### config.mk
export PLATFORM = sky130hd
export DESIGN_NAME = vga_rgb_composer
export DESIGN_NICKNAME = d
export VERILOG_FILES = /design/src/rtl/vga_pkg.sv /design/src/rtl/obj_priority_sel.sv /design/src/rtl/vga_rgb_composer.sv
export SDC_FILE = /design/constraint.sdc
export NUM_CORES = 1
export LEC_CHECK = 0
export ABC_AREA = 1
export CORE_UTILIZATION = 30
export DETAILED_ROUTE_END_ITERATION = 7
export MAX_ROUTING_LAYER = met4
export PLACE_DENSITY = 0.65
export SETUP_SLACK_MARGIN = 0.1
export SLEW_MARGIN = 25
export SYNTH_ARGS = -nofsm -noshare
export SYNTH_HDL_FRONTEND = slang
export SYNTH_SLANG_ARGS = --single-unit
### constraint.sdc
create_clock -name vga_clk -period 9.4 [get_ports vga_clk]
set_clock_uncertainty 0.2 [all_clocks]
set_input_delay 1.88 -clock vga_clk [delete_from_list [all_inputs] [get_ports vga_clk]]
set_output_delay 1.88 -clock vga_clk [all_outputs]
set_load 0.02 [all_outputs]
### src/rtl/vga_pkg.sv
// rtl/vga_pkg.sv - shared types, constants and helpers for the VGA colour composer
//
// Purpose: common definitions imported by the composer and its priority selector.
// Contents: rgb_t colour struct, active-area and sync-polarity constants,
//           popcount_ge2() used to detect two or more simultaneous object requests.

package vga_pkg;

  localparam int COLOR_W = 8;

  localparam int   H_ACTIVE    = 640;
  localparam int   V_ACTIVE    = 480;
  localparam logic SYNC_ACTIVE = 1'b0;

  typedef struct packed {
    logic [COLOR_W-1:0] r;
    logic [COLOR_W-1:0] g;
    logic [COLOR_W-1:0] b;
  } rgb_t;

  // Clearing the lowest set bit leaves something behind only when at least
  // two bits were set; this avoids an adder tree for a simple >=2 test.
  function automatic logic popcount_ge2(input logic [31:0] v);
    return (v & (v - 32'd1)) != 32'd0;
  endfunction

endpackage

### src/rtl/obj_priority_sel.sv
// rtl/obj_priority_sel.sv - lowest-index-wins colour select across object layers
//
// Purpose: combinational priority mux of N_OBJ object colours over a background.
// Ports:
//   req_i       per-object request, bit 0 has the highest priority
//   obj_rgb_i   packed {R,G,B} per object, object i at [i*3*COLOR_W +: 3*COLOR_W]
//   bg_rgb_i    background {R,G,B}, used when no object requests
//   rgb_o       selected {R,G,B}
//   any_req_o   at least one object requests
//   multi_req_o two or more objects request (overlap)

module obj_priority_sel #(
  parameter int N_OBJ   = 4,
  parameter int COLOR_W = 8
) (
  input  logic [N_OBJ-1:0]           req_i,
  input  logic [N_OBJ*3*COLOR_W-1:0] obj_rgb_i,
  input  logic [3*COLOR_W-1:0]       bg_rgb_i,
  output logic [3*COLOR_W-1:0]       rgb_o,
  output logic                       any_req_o,
  output logic                       multi_req_o
);

  import vga_pkg::*;

  logic [31:0] req_ext;

  // Walk from the lowest priority up so the lowest requesting index is the
  // last assignment and therefore wins.
  always_comb begin
    rgb_o   = bg_rgb_i;
    req_ext = '0;
    req_ext[N_OBJ-1:0] = req_i;
    for (int i = N_OBJ - 1; i >= 0; i--) begin
      if (req_i[i]) begin
        rgb_o = obj_rgb_i[i*3*COLOR_W +: 3*COLOR_W];
      end
    end
  end

  assign any_req_o   = |req_i;
  assign multi_req_o = popcount_ge2(req_ext);

endmodule

### src/rtl/vga_rgb_composer.sv
// rtl/vga_rgb_composer.sv - object/background colour composer with sync delay and frame statistics
//
// Purpose: two-stage pipeline that merges object layers over a background, blacks
// out the blanking area, keeps HS/VS/blank aligned with RGB, and produces a frame
// tick, a frame counter and per-frame object-overlap flags.
// Ports:
//   vga_clk, reset          pixel clock, asynchronous active-high reset
//   blank_n_in, hs_in, vs_in  timing from the sync generator (syncs active-low)
//   pixel_x, pixel_y        coordinates, carried for debug only
//   obj_req, obj_rgb, bg_rgb  object requests/colours and background colour
//   red, green, blue        composed colour, 2 cycles after the inputs
//   hs_out, vs_out, blank_n_out  timing delayed by the same 2 cycles
//   frame_tick              one-cycle pulse on each VS falling edge
//   frame_count             frames since reset, wrapping
//   coll_flags              objects that overlapped another during the previous frame

module vga_rgb_composer #(
  parameter int N_OBJ       = 4,
  parameter int COLOR_W     = 8,
  parameter int FRAME_CNT_W = 16
) (
  input  logic                       vga_clk,
  input  logic                       reset,
  input  logic                       blank_n_in,
  input  logic                       hs_in,
  input  logic                       vs_in,
  input  logic [10:0]                pixel_x,
  input  logic [10:0]                pixel_y,
  input  logic [N_OBJ-1:0]           obj_req,
  input  logic [N_OBJ*3*COLOR_W-1:0] obj_rgb,
  input  logic [3*COLOR_W-1:0]       bg_rgb,
  output logic [COLOR_W-1:0]         red,
  output logic [COLOR_W-1:0]         green,
  output logic [COLOR_W-1:0]         blue,
  output logic                       hs_out,
  output logic                       vs_out,
  output logic                       blank_n_out,
  output logic                       frame_tick,
  output logic [FRAME_CNT_W-1:0]     frame_count,
  output logic [N_OBJ-1:0]           coll_flags
);

  import vga_pkg::*;

  localparam int RGB_W = 3 * COLOR_W;

  // Stage 1
  logic                       blank1_q;
  logic                       hs1_q;
  logic                       vs1_q;
  logic [N_OBJ-1:0]           req1_q;
  logic [N_OBJ*RGB_W-1:0]     obj_rgb1_q;
  logic [RGB_W-1:0]           bg_rgb1_q;
  logic [21:0]                dbg_xy_unused_q;

  // Stage 2 and frame state
  logic [RGB_W-1:0]           rgb2_q,  rgb2_d;
  logic                       hs2_q;
  logic                       vs2_q;
  logic                       blank2_q;
  logic                       tick_q;
  logic                       vs_hist_q;
  logic [FRAME_CNT_W-1:0]     cnt_q,   cnt_d;
  logic [N_OBJ-1:0]           acc_q,   acc_d;
  logic [N_OBJ-1:0]           coll_q,  coll_d;

  logic [RGB_W-1:0]           sel_rgb;
  logic                       any_req;
  logic                       multi_req;
  logic                       vs_fall;
  logic                       overlap_now;

  obj_priority_sel #(
    .N_OBJ   (N_OBJ),
    .COLOR_W (COLOR_W)
  ) u_sel (
    .req_i       (req1_q),
    .obj_rgb_i   (obj_rgb1_q),
    .bg_rgb_i    (bg_rgb1_q),
    .rgb_o       (sel_rgb),
    .any_req_o   (any_req),
    .multi_req_o (multi_req)
  );

  always_comb begin
    rgb2_d      = blank1_q ? sel_rgb : '0;
    vs_fall     = vs_hist_q & ~vs1_q;
    overlap_now = blank1_q & any_req & multi_req;
    acc_d       = acc_q;
    coll_d      = coll_q;
    cnt_d       = cnt_q;
    // An overlap seen on the tick cycle itself belongs to the frame that is
    // closing, so it is folded into the reported flags, not the new frame.
    if (vs_fall) begin
      coll_d = acc_q | (overlap_now ? req1_q : '0);
      acc_d  = '0;
      cnt_d  = cnt_q + FRAME_CNT_W'(1);
    end else if (overlap_now) begin
      acc_d  = acc_q | req1_q;
    end
  end

  always_ff @(posedge vga_clk or posedge reset) begin
    if (reset) begin
      blank1_q        <= 1'b0;
      hs1_q           <= ~SYNC_ACTIVE;
      vs1_q           <= ~SYNC_ACTIVE;
      req1_q          <= '0;
      obj_rgb1_q      <= '0;
      bg_rgb1_q       <= '0;
      dbg_xy_unused_q <= '0;
      rgb2_q          <= '0;
      hs2_q           <= ~SYNC_ACTIVE;
      vs2_q           <= ~SYNC_ACTIVE;
      blank2_q        <= 1'b0;
      tick_q          <= 1'b0;
      vs_hist_q       <= ~SYNC_ACTIVE;
      cnt_q           <= '0;
      acc_q           <= '0;
      coll_q          <= '0;
    end else begin
      blank1_q        <= blank_n_in;
      hs1_q           <= hs_in;
      vs1_q           <= vs_in;
      req1_q          <= obj_req;
      obj_rgb1_q      <= obj_rgb;
      bg_rgb1_q       <= bg_rgb;
      dbg_xy_unused_q <= {pixel_x, pixel_y};
      rgb2_q          <= rgb2_d;
      hs2_q           <= hs1_q;
      vs2_q           <= vs1_q;
      blank2_q        <= blank1_q;
      tick_q          <= vs_fall;
      vs_hist_q       <= vs1_q;
      cnt_q           <= cnt_d;
      acc_q           <= acc_d;
      coll_q          <= coll_d;
    end
  end

  assign red         = rgb2_q[RGB_W-1 -: COLOR_W];
  assign green       = rgb2_q[2*COLOR_W-1 -: COLOR_W];
  assign blue        = rgb2_q[COLOR_W-1:0];
  assign hs_out      = hs2_q;
  assign vs_out      = vs2_q;
  assign blank_n_out = blank2_q;
  assign frame_tick  = tick_q;
  assign frame_count = cnt_q;
  assign coll_flags  = coll_q;

endmodule

==> impl_metrics.toml <==
[status]
status = "completed"

[sta]
setup_slack_ps = 5740
tightest_slew_ps = 971
period_minus_slack_ps = 3660
fmax_ghz = 0.273
maxSlewHeadroom = 0.353
finalSetupViolations = 0
timing.final.crit_share = 0.389
hold_slack_ps = 160
rsz0062_at_grt = "no"
hold_viol = 0
setup_tns_ps = 0
maxSlewViolCount = 0

[power_and_ir_drop]
switching_share = 0.267
p_clk_frac = 0.394
intPower_mw = 1.30
power_switching_mw = 0.474
power_frac_comb = 0.125
powerDensity_nw_per_um2 = 201
peakVddDrop_mv = 0.157
p_leak_nw = 3.77
p_seq_frac = 0.481

[global_routing]
grt_pass1_wl_mm = 23.0
grt_use_total = 0.150
grt_max_degree = 97
antenna_found_initial = 0
grt_pass1_vias = 4167
grt_overflow = 0

[yosys]
synth_nets = 641
yosysWarnings = 0
netlist_instances = 489
syn_avg_cell_area_um2 = 12.8
synth-seq-area-share = 0.718
ys_ff_latch = 179
synth_area_um2 = 6250
synth.distinct_cells = 35

[drt]
drc = 0
drt_first_pass_iters = 5
drtIter0Drc = 114
ant_nets = 0
num_vias = 4038
vias_per_cell = 4.26
wire_per_inst_um = 15.0
drt_wl_total_mm = 14.2

[clock_network]
h-tree-depth = 4
cts-root-buf = "clkbuf_16"
clk-insertion-delay-late_ps = 420
cts_setup_buffers = 0
cts_buffers = 17
post_cts_resize_count = 0
hold_buffers = 0
path_clk_slew_ps = 70
cts_sinks = 179
cts_tree = "built"
clock_path_buffers = 2

[die]
dieArea_um2 = 21400
num_io_pins = 199
rows = 52
dieHeight_um = 146
core_um2 = 20300
die_width_um = 146
start_util = 0.308

[worst_setup_path]
crit_fanout = 2
path_class = "flop to output pin"
cp_slowest_cell = "clkdlybuf4s50_1"
worst-path-buf-inv = 1
cp_top_family = "buffers and inverters"
critPathCaptureType = "output pin"
cp_data_required_time_ps = 7320
max_stage_delay_ps = 610
cp_cell_sequence = "clkdlybuf4s50_1"
crit_arrival_ps = 1580
cp-start-kind = "flop"

[placement]
place_hpwl_mm = 9.60
gp_congestion = 0.753
pre_cts_ws_ps = 5100
port_buffers = 176

[final_layout]
areaGrowthSynthToFinish_pct = 41.2
post-route-util = 0.435
drive_gt1_frac = 0.141
nNetsFinal = 818
fill_cells = 1888
antenna_cells = 0

[flow_run]
drv_cap = 0

[min_path]
worstHoldPathType = "flop to flop"
[metrics by stage]
| step | instances | cell area [um^2] | total power [mW] |
|---|---|---|---|
| floorplan | 489 | 6250 | 0.972 |
| global placement | 917 | 8220 | 1.09 |
| detailed placement | 917 | 8220 | 1.09 |
| CTS | 949 | 8820 | 1.80 |
| global route | 949 | 8820 | 1.86 |
| finish | 949 | 8820 | 1.77 |
[cell families after synthesis]
kind of cell    share of synthesized area
simple gates                        0.134
flops                               0.718
compound gates                     0.0917
buf+inv                            0.0360
xor+xnor                           0.0182
fa+ha+maj                         0.00200
[cells in the final DEF (no fill, tap or decap), types with 5 or more instances in the layout]
master / Yosys / layout
xnor2_1: 5 / 5
a21oi_2: 13 / 13
clkdlybuf4s50_1: 0 / 176
xor2_1: 8 / 8
a21oi_1: 13 / 13
inv_1: 15 / 14
nand2_1: 101 / 101
clkbuf_16: 0 / 17
dfrtp_1: 175 / 175
nand3_2: 10 / 10
nor2_1: 47 / 47
o21ai_0: 11 / 11
o211ai_2: 17 / 17
nand3_1: 19 / 19
[power groups by stage]
stage	combinational, mW	clock (mW)	sequential (mW)
floorplan	0.0827	0	0.889
global placement	0.223	0	0.868
detailed placement	0.226	0	0.868
CTS	0.226	0.723	0.853
global route	0.244	0.760	0.860
finish	0.221	0.700	0.853
[synthesized netlist by cell type]
cell type  count  area, um^2
nand2_2        1        6.26
a21oi_1       13        65.1
nor3_4         1        16.3
buf_8          1        15.0
nand2_1      101         379
nand4_1        4        25.0
a21oi_2       13         114
buf_2          6        30.0
xnor2_1        5        43.8
ha_1           1        12.5
buf_1          1        3.75
nor2_1        47         176
o221ai_2       3        45.0
inv_1         15        56.3
inv_4          1        6.26
o221ai_1       1        8.76
nor2_4         1        11.3
o21ai_0       11        55.1
xor2_1         8        70.1
dfstp_2        4         105
nand3_1       19        95.1
buf_12         1        20.0
nand2_4        1        11.3
dfrtp_1      175        4380
o21ai_1        1        5.00
nand3_2       10         100
o21a_1         3        22.5
nor2_2         3        18.8
o211ai_2      17         213
buf_6          5        56.3
clkinv_1       1        3.75
a31oi_1        3        18.8
clkbuf_1       6        22.5
o21ai_2        3        26.3
inv_2          3        11.3
[area by class of cell]
type                    count  area (um^2)  area share
multi-input cells         270         1540       0.174
inverters                  20         82.6     0.00936
flip-flops and latches    179         4480       0.508
repair buffers            178         1780       0.202
well taps                 270          338      0.0383
clock inverters            14          159      0.0180
clock buffers              18          439      0.0498
[metal layers]
metal  GRT usage  vias up  part of all wire
li1            -     1945                 -
met1       0.187     1971              0.45
met2       0.235      113              0.49
met3      0.0503        9             0.056
met4      0.0375        0            0.0082
met5           -        -                 0
[sequential cells by signal (all words and copies together), names as in the netlist]
signal       cells
blank_n_out      1
coll_flags       4
acc_q            4
frame_count     16
rgb2_q          24
blank1_q         1
vs1_q            1
vs_hist_q        1
obj_rgb1_q      96
bg_rgb1_q       24
frame_tick       1
hs1_q            1
req1_q           4
hs_out           1
[path summary, 6_finish.rpt]
kind / from / endpoint / slack, ps / cells past startpoint
max: vs_hist_q / vs_out / 5740 / 1
min reg2reg: hs1_q / hs_out / 160 / 0
min: hs1_q / hs_out / 160 / 0
min in group asynchronous: reset / frame_count[12] / 1780 / 2
max reg2reg: req1_q[3] / rgb2_q[17] / 6910 / 3
max in group asynchronous: reset / rgb2_q[5] / 6020 / 3
Note: power is estimated with default switching activity, not from simulation.
